`config.mk`:
```
export PLATFORM = sky130hd
export DESIGN_NAME = obstacle_scan_generator
export DESIGN_NICKNAME = d
export VERILOG_FILES = /design/src/rtl/obstacle_scan_generator.sv
export SDC_FILE = /design/constraint.sdc
export NUM_CORES = 1
export LEC_CHECK = 0
export CAP_MARGIN = 10
export CORE_ASPECT_RATIO = 0.9
export CORE_MARGIN = 2
export CORE_UTILIZATION = 61
export DETAILED_ROUTE_END_ITERATION = 6
export PLACE_DENSITY = 0.89
export SYNTH_ARGS = -nofsm -noshare
export SYNTH_HDL_FRONTEND = slang
export SYNTH_SLANG_ARGS = --single-unit
```
`constraint.sdc`:
```
create_clock -name sys_clk -period 16 [get_ports sys_clk]
set_input_delay 3.2 -clock sys_clk [delete_from_list [all_inputs] [get_ports sys_clk]]
set_output_delay 3.2 -clock sys_clk [all_outputs]
set_load 0.1 [all_outputs]
```
`src/rtl/obstacle_scan_generator.sv`:
```
// Obstacle scan producer: maps scan position + camera offset to tile-local ROM coordinates and
// occupancy, fetching one map row per line during hblank into a double-buffered line store.
module obstacle_scan_generator #(
  parameter int unsigned SCREEN_WIDTH    = 10,
  parameter int unsigned PHY_WIDTH       = 14,
  parameter int unsigned OBSTACLE_WIDTH  = 10,
  parameter int unsigned OBSTACLE_HEIGHT = 20,
  parameter int unsigned MAP_COLS        = 64,
  parameter int unsigned H_ACTIVE        = 640
) (
  input  logic                    sys_clk,
  input  logic                    sys_rst_n,
  input  logic [SCREEN_WIDTH-1:0] pixel_x,
  input  logic [SCREEN_WIDTH-1:0] pixel_y,
  input  logic                    pixel_valid,
  input  logic                    line_start,
  input  logic [SCREEN_WIDTH-1:0] next_line_y,
  input  logic [PHY_WIDTH-1:0]    camera_y,
  output logic                    map_req,
  output logic [PHY_WIDTH-1:0]    map_row_addr,
  input  logic                    map_ack,
  input  logic [MAP_COLS-1:0]     map_row_data,
  output logic [SCREEN_WIDTH-1:0] obstacle_x_rom,
  output logic [SCREEN_WIDTH-1:0] obstacle_y_rom,
  output logic [PHY_WIDTH-1:0]    obstacle_abs_pos_x,
  output logic [PHY_WIDTH-1:0]    obstacle_abs_pos_y,
  output logic                    obstacle_on,
  output logic                    out_valid,
  output logic                    fetch_underrun
);

  localparam logic [SCREEN_WIDTH-1:0] XWrap    = SCREEN_WIDTH'(OBSTACLE_WIDTH - 1);
  localparam logic [SCREEN_WIDTH-1:0] MapColsW = SCREEN_WIDTH'(MAP_COLS);
  localparam logic [SCREEN_WIDTH-1:0] MaxCols  =
      SCREEN_WIDTH'((H_ACTIVE + OBSTACLE_WIDTH - 1) / OBSTACLE_WIDTH);
  localparam logic [PHY_WIDTH-1:0]    TileW    = PHY_WIDTH'(OBSTACLE_WIDTH);
  localparam logic [PHY_WIDTH-1:0]    TileH    = PHY_WIDTH'(OBSTACLE_HEIGHT);
  localparam int unsigned             ColIdxW  = $clog2(MAP_COLS);

  typedef enum logic [0:0] {StIdle, StReq} state_e;

  state_e state_q, state_d;

  logic [PHY_WIDTH-1:0]    wy_fresh, wy_src, wy_rem;
  logic [PHY_WIDTH-1:0]    addr_q, addr_d, pend_wy_q, pend_wy_d;
  logic [PHY_WIDTH-1:0]    req_base_q, req_base_d, shadow_base_q, shadow_base_d;
  logic [PHY_WIDTH-1:0]    line_base_q, line_base_d;
  logic [SCREEN_WIDTH-1:0] req_yin_q, req_yin_d, shadow_yin_q, shadow_yin_d;
  logic [SCREEN_WIDTH-1:0] line_yin_q, line_yin_d;
  logic                    pending_q, pending_d, shadow_ok_q, shadow_ok_d;
  logic                    underrun_q, underrun_d;
  logic [MAP_COLS-1:0]     shadow_q, shadow_d, active_q, active_d;
  logic                    launch, ack_fire, swap;

  logic [SCREEN_WIDTH-1:0] xin_q, xin_d, col_q, col_d, cur_xin, cur_col;
  logic [PHY_WIDTH-1:0]    absx_q, absx_d, cur_absx;
  logic                    s1_valid_q;
  logic [SCREEN_WIDTH-1:0] s1_xin_q, s1_col_q;
  logic [PHY_WIDTH-1:0]    s1_absx_q;
  logic                    tile_hit;

  logic [SCREEN_WIDTH-1:0] x_rom_q, x_rom_d, y_rom_q, y_rom_d;
  logic [PHY_WIDTH-1:0]    abs_x_q, abs_x_d, abs_y_q, abs_y_d;
  logic                    on_q, on_d, out_valid_q;

  logic unused_pixel_y;
  assign unused_pixel_y = ^pixel_y;

  // World y is computed from inputs sampled at line_start, or replayed from the pending record.
  assign wy_fresh = camera_y + PHY_WIDTH'(next_line_y);
  assign wy_src   = line_start ? wy_fresh : pend_wy_q;
  assign wy_rem   = wy_src % TileH;

  assign launch   = (state_q == StIdle) && (line_start || pending_q);
  assign ack_fire = (state_q == StReq) && map_ack;
  assign swap     = pixel_valid && (pixel_x == '0);

  // Fetch FSM: state register, next-state logic, outputs.
  always_ff @(posedge sys_clk or negedge sys_rst_n) begin
    if (!sys_rst_n) state_q <= StIdle;
    else            state_q <= state_d;
  end

  always_comb begin
    state_d = state_q;
    unique case (state_q)
      StIdle:  if (line_start || pending_q) state_d = StReq;
      StReq:   if (map_ack) state_d = StIdle;
      default: state_d = StIdle;
    endcase
  end

  always_comb begin
    map_req = (state_q == StReq);
  end

  always_comb begin
    addr_d        = addr_q;
    req_yin_d     = req_yin_q;
    req_base_d    = req_base_q;
    pending_d     = pending_q;
    pend_wy_d     = pend_wy_q;
    shadow_d      = shadow_q;
    shadow_yin_d  = shadow_yin_q;
    shadow_base_d = shadow_base_q;
    shadow_ok_d   = shadow_ok_q;
    active_d      = active_q;
    line_yin_d    = line_yin_q;
    line_base_d   = line_base_q;
    underrun_d    = 1'b0;
    if (launch) begin
      addr_d     = wy_src / TileH;
      req_yin_d  = SCREEN_WIDTH'(wy_rem);
      req_base_d = wy_src - wy_rem;
      pending_d  = 1'b0;
    end else if ((state_q == StReq) && line_start) begin
      pending_d = 1'b1;
      pend_wy_d = wy_fresh;
    end
    if (ack_fire) begin
      shadow_d      = map_row_data;
      shadow_yin_d  = req_yin_q;
      shadow_base_d = req_base_q;
    end
    if (swap) begin
      active_d    = shadow_ok_q ? shadow_q : '0;
      line_yin_d  = shadow_yin_q;
      line_base_d = shadow_base_q;
      underrun_d  = !shadow_ok_q;
      shadow_ok_d = 1'b0;
    end
    // A superseded fetch still lands in the shadow but is never marked displayable.
    if (ack_fire && !pending_q && !line_start) shadow_ok_d = 1'b1;
  end

  // Column tracking by counting, so no divider is needed on x.
  assign cur_xin  = (pixel_x == '0) ? '0 : xin_q;
  assign cur_col  = (pixel_x == '0) ? '0 : col_q;
  assign cur_absx = (pixel_x == '0) ? '0 : absx_q;

  always_comb begin
    xin_d  = cur_xin;
    col_d  = cur_col;
    absx_d = cur_absx;
    if (pixel_valid) begin
      if (cur_xin == XWrap) begin
        xin_d = '0;
        if (cur_col != MaxCols) begin
          col_d  = cur_col + 1'b1;
          absx_d = cur_absx + TileW;
        end
      end else begin
        xin_d = cur_xin + 1'b1;
      end
    end
  end

  assign tile_hit = (s1_col_q < MapColsW) && active_q[s1_col_q[ColIdxW-1:0]];

  always_comb begin
    x_rom_d = x_rom_q;
    y_rom_d = y_rom_q;
    abs_x_d = abs_x_q;
    abs_y_d = abs_y_q;
    on_d    = s1_valid_q && tile_hit;
    if (s1_valid_q) begin
      x_rom_d = s1_xin_q;
      y_rom_d = line_yin_q;
      abs_x_d = s1_absx_q;
      abs_y_d = line_base_q;
    end
  end

  always_ff @(posedge sys_clk or negedge sys_rst_n) begin
    if (!sys_rst_n) begin
      addr_q        <= '0;
      req_yin_q     <= '0;
      req_base_q    <= '0;
      pending_q     <= 1'b0;
      pend_wy_q     <= '0;
      shadow_q      <= '0;
      shadow_yin_q  <= '0;
      shadow_base_q <= '0;
      shadow_ok_q   <= 1'b0;
      active_q      <= '0;
      line_yin_q    <= '0;
      line_base_q   <= '0;
      underrun_q    <= 1'b0;
      xin_q         <= '0;
      col_q         <= '0;
      absx_q        <= '0;
      s1_valid_q    <= 1'b0;
      s1_xin_q      <= '0;
      s1_col_q      <= '0;
      s1_absx_q     <= '0;
      x_rom_q       <= '0;
      y_rom_q       <= '0;
      abs_x_q       <= '0;
      abs_y_q       <= '0;
      on_q          <= 1'b0;
      out_valid_q   <= 1'b0;
    end else begin
      addr_q        <= addr_d;
      req_yin_q     <= req_yin_d;
      req_base_q    <= req_base_d;
      pending_q     <= pending_d;
      pend_wy_q     <= pend_wy_d;
      shadow_q      <= shadow_d;
      shadow_yin_q  <= shadow_yin_d;
      shadow_base_q <= shadow_base_d;
      shadow_ok_q   <= shadow_ok_d;
      active_q      <= active_d;
      line_yin_q    <= line_yin_d;
      line_base_q   <= line_base_d;
      underrun_q    <= underrun_d;
      xin_q         <= xin_d;
      col_q         <= col_d;
      absx_q        <= absx_d;
      s1_valid_q    <= pixel_valid;
      s1_xin_q      <= cur_xin;
      s1_col_q      <= cur_col;
      s1_absx_q     <= cur_absx;
      x_rom_q       <= x_rom_d;
      y_rom_q       <= y_rom_d;
      abs_x_q       <= abs_x_d;
      abs_y_q       <= abs_y_d;
      on_q          <= on_d;
      out_valid_q   <= s1_valid_q;
    end
  end

  assign map_row_addr       = addr_q;
  assign obstacle_x_rom     = x_rom_q;
  assign obstacle_y_rom     = y_rom_q;
  assign obstacle_abs_pos_x = abs_x_q;
  assign obstacle_abs_pos_y = abs_y_q;
  assign obstacle_on        = on_q;
  assign out_valid          = out_valid_q;
  assign fetch_underrun     = underrun_q;

endmodule
```
==> impl_summary.txt <==
----------------------------------------------------
[Place]
  Half-perimeter wire length after detailed placement ... 22.83 mm
  Placer congestion estimate ... between 0.8 and 0.9
  Count of port buffers added during placement ... around 160

[Timing]
  Share of the clock period used by the worst path ... 0.6817
  Hold Worst Slack ... 477.5 ps
  Maximum clock skew at final layout ... slightly above 20 ps
  Measured slew at the worst slew-check pin ... ~1200 ps
  Max Slew Vio Count ... 0
  Final-report hold violation count ... 0
  Setup tns final ... 0 ps
  Setup repair after global routing missed its margin ... no
  Slew Limit Headroom ... 0.1934
  Post-layout min period ... about 11000 ps
  Fmax ... between 0.09 and 0.1 GHz
  Setup violation total in the final timing report ... 0

[Logic synthesis]
  Netlist Area Pre-Place ... about 16000 um2
  Post-Synthesis Cells ... around 1.4k
  Share of the synthesized area in compound gates (AO/OA/AOI/OAI) ... 0.1071
  Number of flops mapped to enable cells by yosys ... 0
  Sequential fraction of the synthesis area ... 0.5341
  Number of unique standard cell types used by synthesis ... 96
  Combinational family with the most area after synthesis ... multiplexers
  Post-synthesis share of cell area spent on and, or, nand and nor gates ... 0.1209
  Post-synthesis register bit count ... between 300 and 400
  Number of warnings issued by yosys ... 0
  Proportion of synthesized area in mux cells ... 0.1545
  Syn_area_per_cell ... around 11 um2
  Post-synthesis async set-or-reset flop share ... 1.000
  XOR/XNOR share of the synthesized area ... 0.02997
  Post-synthesis adder-cell area fraction ... 0.02019
  Most used flip-flop cell after synthesis ... sky130_fd_sc_hd__dfrtp_1

[Global route]
  Aggregate global-route resource usage ... 0.2624
  Wire length of the first global-routing pass ... ~57 mm
  Sum of overflow across all layers after global routing ... 0
  Maximum number of pins on one net before global-route repair ... roughly 110
  Number of antenna violations at the first check in global routing ... 0
  Via count of the first global-routing pass ... approximately 11k

[Route]
  Routed via count ... between 10k and 15k
  First-pass DRT Iterations ... 5
  Post-route antenna net violation count ... 0
  Wire length after detailed routing ... between 30 and 40 mm
  Average routed wire per standard cell ... 18.39 um
  Iteration-0 DRC Markers ... between 800 and 900
  Per-cell via count in the routed design ... between 5 and 6
  Number of design rule violations left after detail routing ... 0

[Final layout]
  Area growth syn-to-layout ... 18.19%
  Proportion of layout cells with a drive suffix above 1 ... 0.1833
  Post-layout utilization of the core ... 0.7367
  Number of diodes ... 0
  Total of fill cells in the finished design ... 1645
  Post-layout net count ... 1659

[Setup path]
  Setup Crit Path Kind ... in -> reg
  CP Data Required Time ... ~16000 ps
  Sort of element at the start of the critical path ... primary input
  Largest driver fanout on the critical path ... 15
  CP Data Arrival Time ... 11240 ps
  Crit-path slowest cell ... sky130_fd_sc_hd__a221oi_1
  Kind of end point of the critical path ... flop
  Worst stage delay on the critical path ... slightly below 600 ps

[Pwr]
  Leakage Power ... between 8 and 9 nW
  Worst ir drop on vdd ... around 0.14 mV
  Total power ... 0.002717 W
  P per Cell Area ... approximately 150 nW/um2

[CTS]
  Clock Latency Late Sink ... 520 ps
  Post-CTS setup buffer count ... 0
  Resize count post-CTS ... 0
  H-tree level count ... 2
  Number of clock sinks ... 336
  Root buffer cell ... sky130_fd_sc_hd__clkbuf_16
  Clock buffers created by TritonCTS ... 34
  Maximum root-to-sink buffer count ... 3
  Clock tree from TritonCTS ... done
  Number of hold-repair buffers added at the cts stage ... 0
  Clock-pin slew on the worst setup and hold paths ... roughly 60 ps

[Floorplan]
  Horizontal die dimension ... between 150 and 200 um
  Height of the chip ... ~160 um
  IO Count ... between 150 and 200
  Initial cell density of the core ... 0.6233
  Core Footprint ... around 25000 um2
  Rows ... 55
  Die area ... approximately 27000 um2

[Job]
  Number of max-cap violations ... 0

[Status]
  Outcome ... finished clean

[Min path]
  Hold Path Class ... reg -> reg

----------------------------------------------------
[cells by family after synthesis]
| kind of cell | after synthesis |
|---|---|
| other | 2 |
| flip-flops | 336 |
| AO/OA/AOI/OAI | 250 |
| multiplexers | 195 |
| AND/OR/NAND/NOR | 422 |
| adder cells (fa/ha/maj) | 25 |
| buffers and inverters | 111 |
| XOR/XNOR | 53 |
[report_power, final]
part	switching (W)	leakage [nW]	internal (W)
clock network	0.000322	0.558	0.000470
registers	0.0000872	4.38	0.000984
logic	0.000533	3.56	0.000321
[synth_stat cells, drive strengths merged (7+ instances only)]
| master | n | area [um2] |
|---|---|---|
| nand2b | 7 | 43.79 |
| o211ai | 12 | 95.09 |
| nor3 | 21 | 115.1 |
| xor2 | 15 | 131.4 |
| a21o | 7 | 52.55 |
| nor2 | 68 | 262.8 |
| o31ai | 9 | 86.33 |
| mux2i | 9 | 90.09 |
| inv | 21 | 78.83 |
| nand3 | 26 | 135.1 |
| a31oi | 9 | 71.32 |
| a21oi | 27 | 135.1 |
| xnor2 | 38 | 340.3 |
| clkbuf | 58 | 217.7 |
| a211oi | 13 | 115.1 |
| mux2 | 164 | 1847 |
| and2 | 32 | 202.7 |
| dfrtp | 336 | 8408 |
| nand2 | 227 | 854.6 |
| o21ai | 120 | 611.8 |
| o21a | 8 | 61.31 |
| buf | 29 | 202.7 |
| nand4 | 7 | 43.79 |
| ha | 23 | 287.8 |
| mux4 | 22 | 495.5 |
[worst paths after layout]
| kind | slack (ps) | start | depth (start not counted) | to |
|---|---|---|---|---|
| min in group asynchronous | 2730 | sys_rst_n | 1 | shadow_q[59] |
| worst min-delay path | 480 | active_q[39] | 2 | active_q[39] |
| worst min register to register | 480 | active_q[39] | 2 | active_q[39] |
| worst max register to register | 8960 | pend_wy_q[13] | 24 | req_base_q[13] |
| max in group asynchronous | 10910 | sys_rst_n | 3 | s1_valid_q |
| worst max-delay path | 5090 | next_line_y[0] | 31 | req_base_q[13] |
[per-stage QoR]
| step | cell area [um2] | worst slack [ps] | instances |
|---|---|---|---|
| 5_1_grt | 18610 | 4399 | 1886 |
| 3_5_place_dp | 17480 | 4694 | 1828 |
| 6_report | 18610 | 5092 | 1886 |
| 2_1_floorplan | 15780 | 6246 | 1403 |
| 4_1_cts | 18610 | 5156 | 1886 |
| 3_3_place_gp | 17480 | 4939 | 1828 |
[critical path: cells and delay by family]
kind | cells | cell delay (ps)
compound gates | 16 | 4200
simple gates | 7 | 1500
fa+ha+maj | 3 | 960
mux | 1 | 520
xor+xnor | 3 | 420
buf+inv | 1 | 410
[layer usage]
layer / up-vias / share of wire / global-route usage
li1: 5121 / - / -
met1: 5398 / 0.41 / 0.3332
met2: 361 / 0.50 / 0.4530
met3: 77 / 0.055 / 0.04713
met4: 0 / 0.029 / 0.1021
met5: - / 0 / 0
[cell type report]
class	count	area [um2]	area share
clock buffer	44	949.7	0.05104
clock inverter	14	171.4	0.009213
inverter	24	95.09	0.005111
multi-input combinational	956	6867	0.3691
sequential	336	8411	0.4521
tap	342	427.9	0.02300
timing repair buffer	170	1684	0.09052
[placed cells by master, fill, tap and decap left out, types with 7 or more instances in the layout]
cell type                           n
sky130_fd_sc_hd__dfrtp_1          334
sky130_fd_sc_hd__nor3_1            19
sky130_fd_sc_hd__o31ai_1            7
sky130_fd_sc_hd__and2_1            30
sky130_fd_sc_hd__mux2_2           163
sky130_fd_sc_hd__o21ai_0          113
sky130_fd_sc_hd__xnor2_1           37
sky130_fd_sc_hd__nor2_1            67
sky130_fd_sc_hd__nand3_1           25
sky130_fd_sc_hd__a21oi_1           27
sky130_fd_sc_hd__o21a_1             7
sky130_fd_sc_hd__xor2_1            15
sky130_fd_sc_hd__conb_1            11
sky130_fd_sc_hd__nand4_1            7
sky130_fd_sc_hd__nand2_1          224
sky130_fd_sc_hd__nand2b_1           7
sky130_fd_sc_hd__inv_1             21
sky130_fd_sc_hd__mux4_2            22
sky130_fd_sc_hd__a31oi_1            8
sky130_fd_sc_hd__a211oi_1          11
sky130_fd_sc_hd__buf_4              9
sky130_fd_sc_hd__clkdlybuf4s50_1  160
sky130_fd_sc_hd__clkinv_2           8
sky130_fd_sc_hd__o211ai_1          11
sky130_fd_sc_hd__clkbuf_16         35
sky130_fd_sc_hd__a21o_1             7
sky130_fd_sc_hd__ha_1              23
sky130_fd_sc_hd__mux2i_1            9
[registers in the layout, summed over array words and instances, names as in the netlist, 12 cells and up]
name and flops:
absx_q 13, obstacle_abs_pos_x 13, pend_wy_q 14, shadow_base_q 12, req_base_q 12, line_base_q 12
s1_absx_q 13, shadow_q 64, obstacle_abs_pos_y 12, active_q 64
Power figures use the tool's default switching activity.
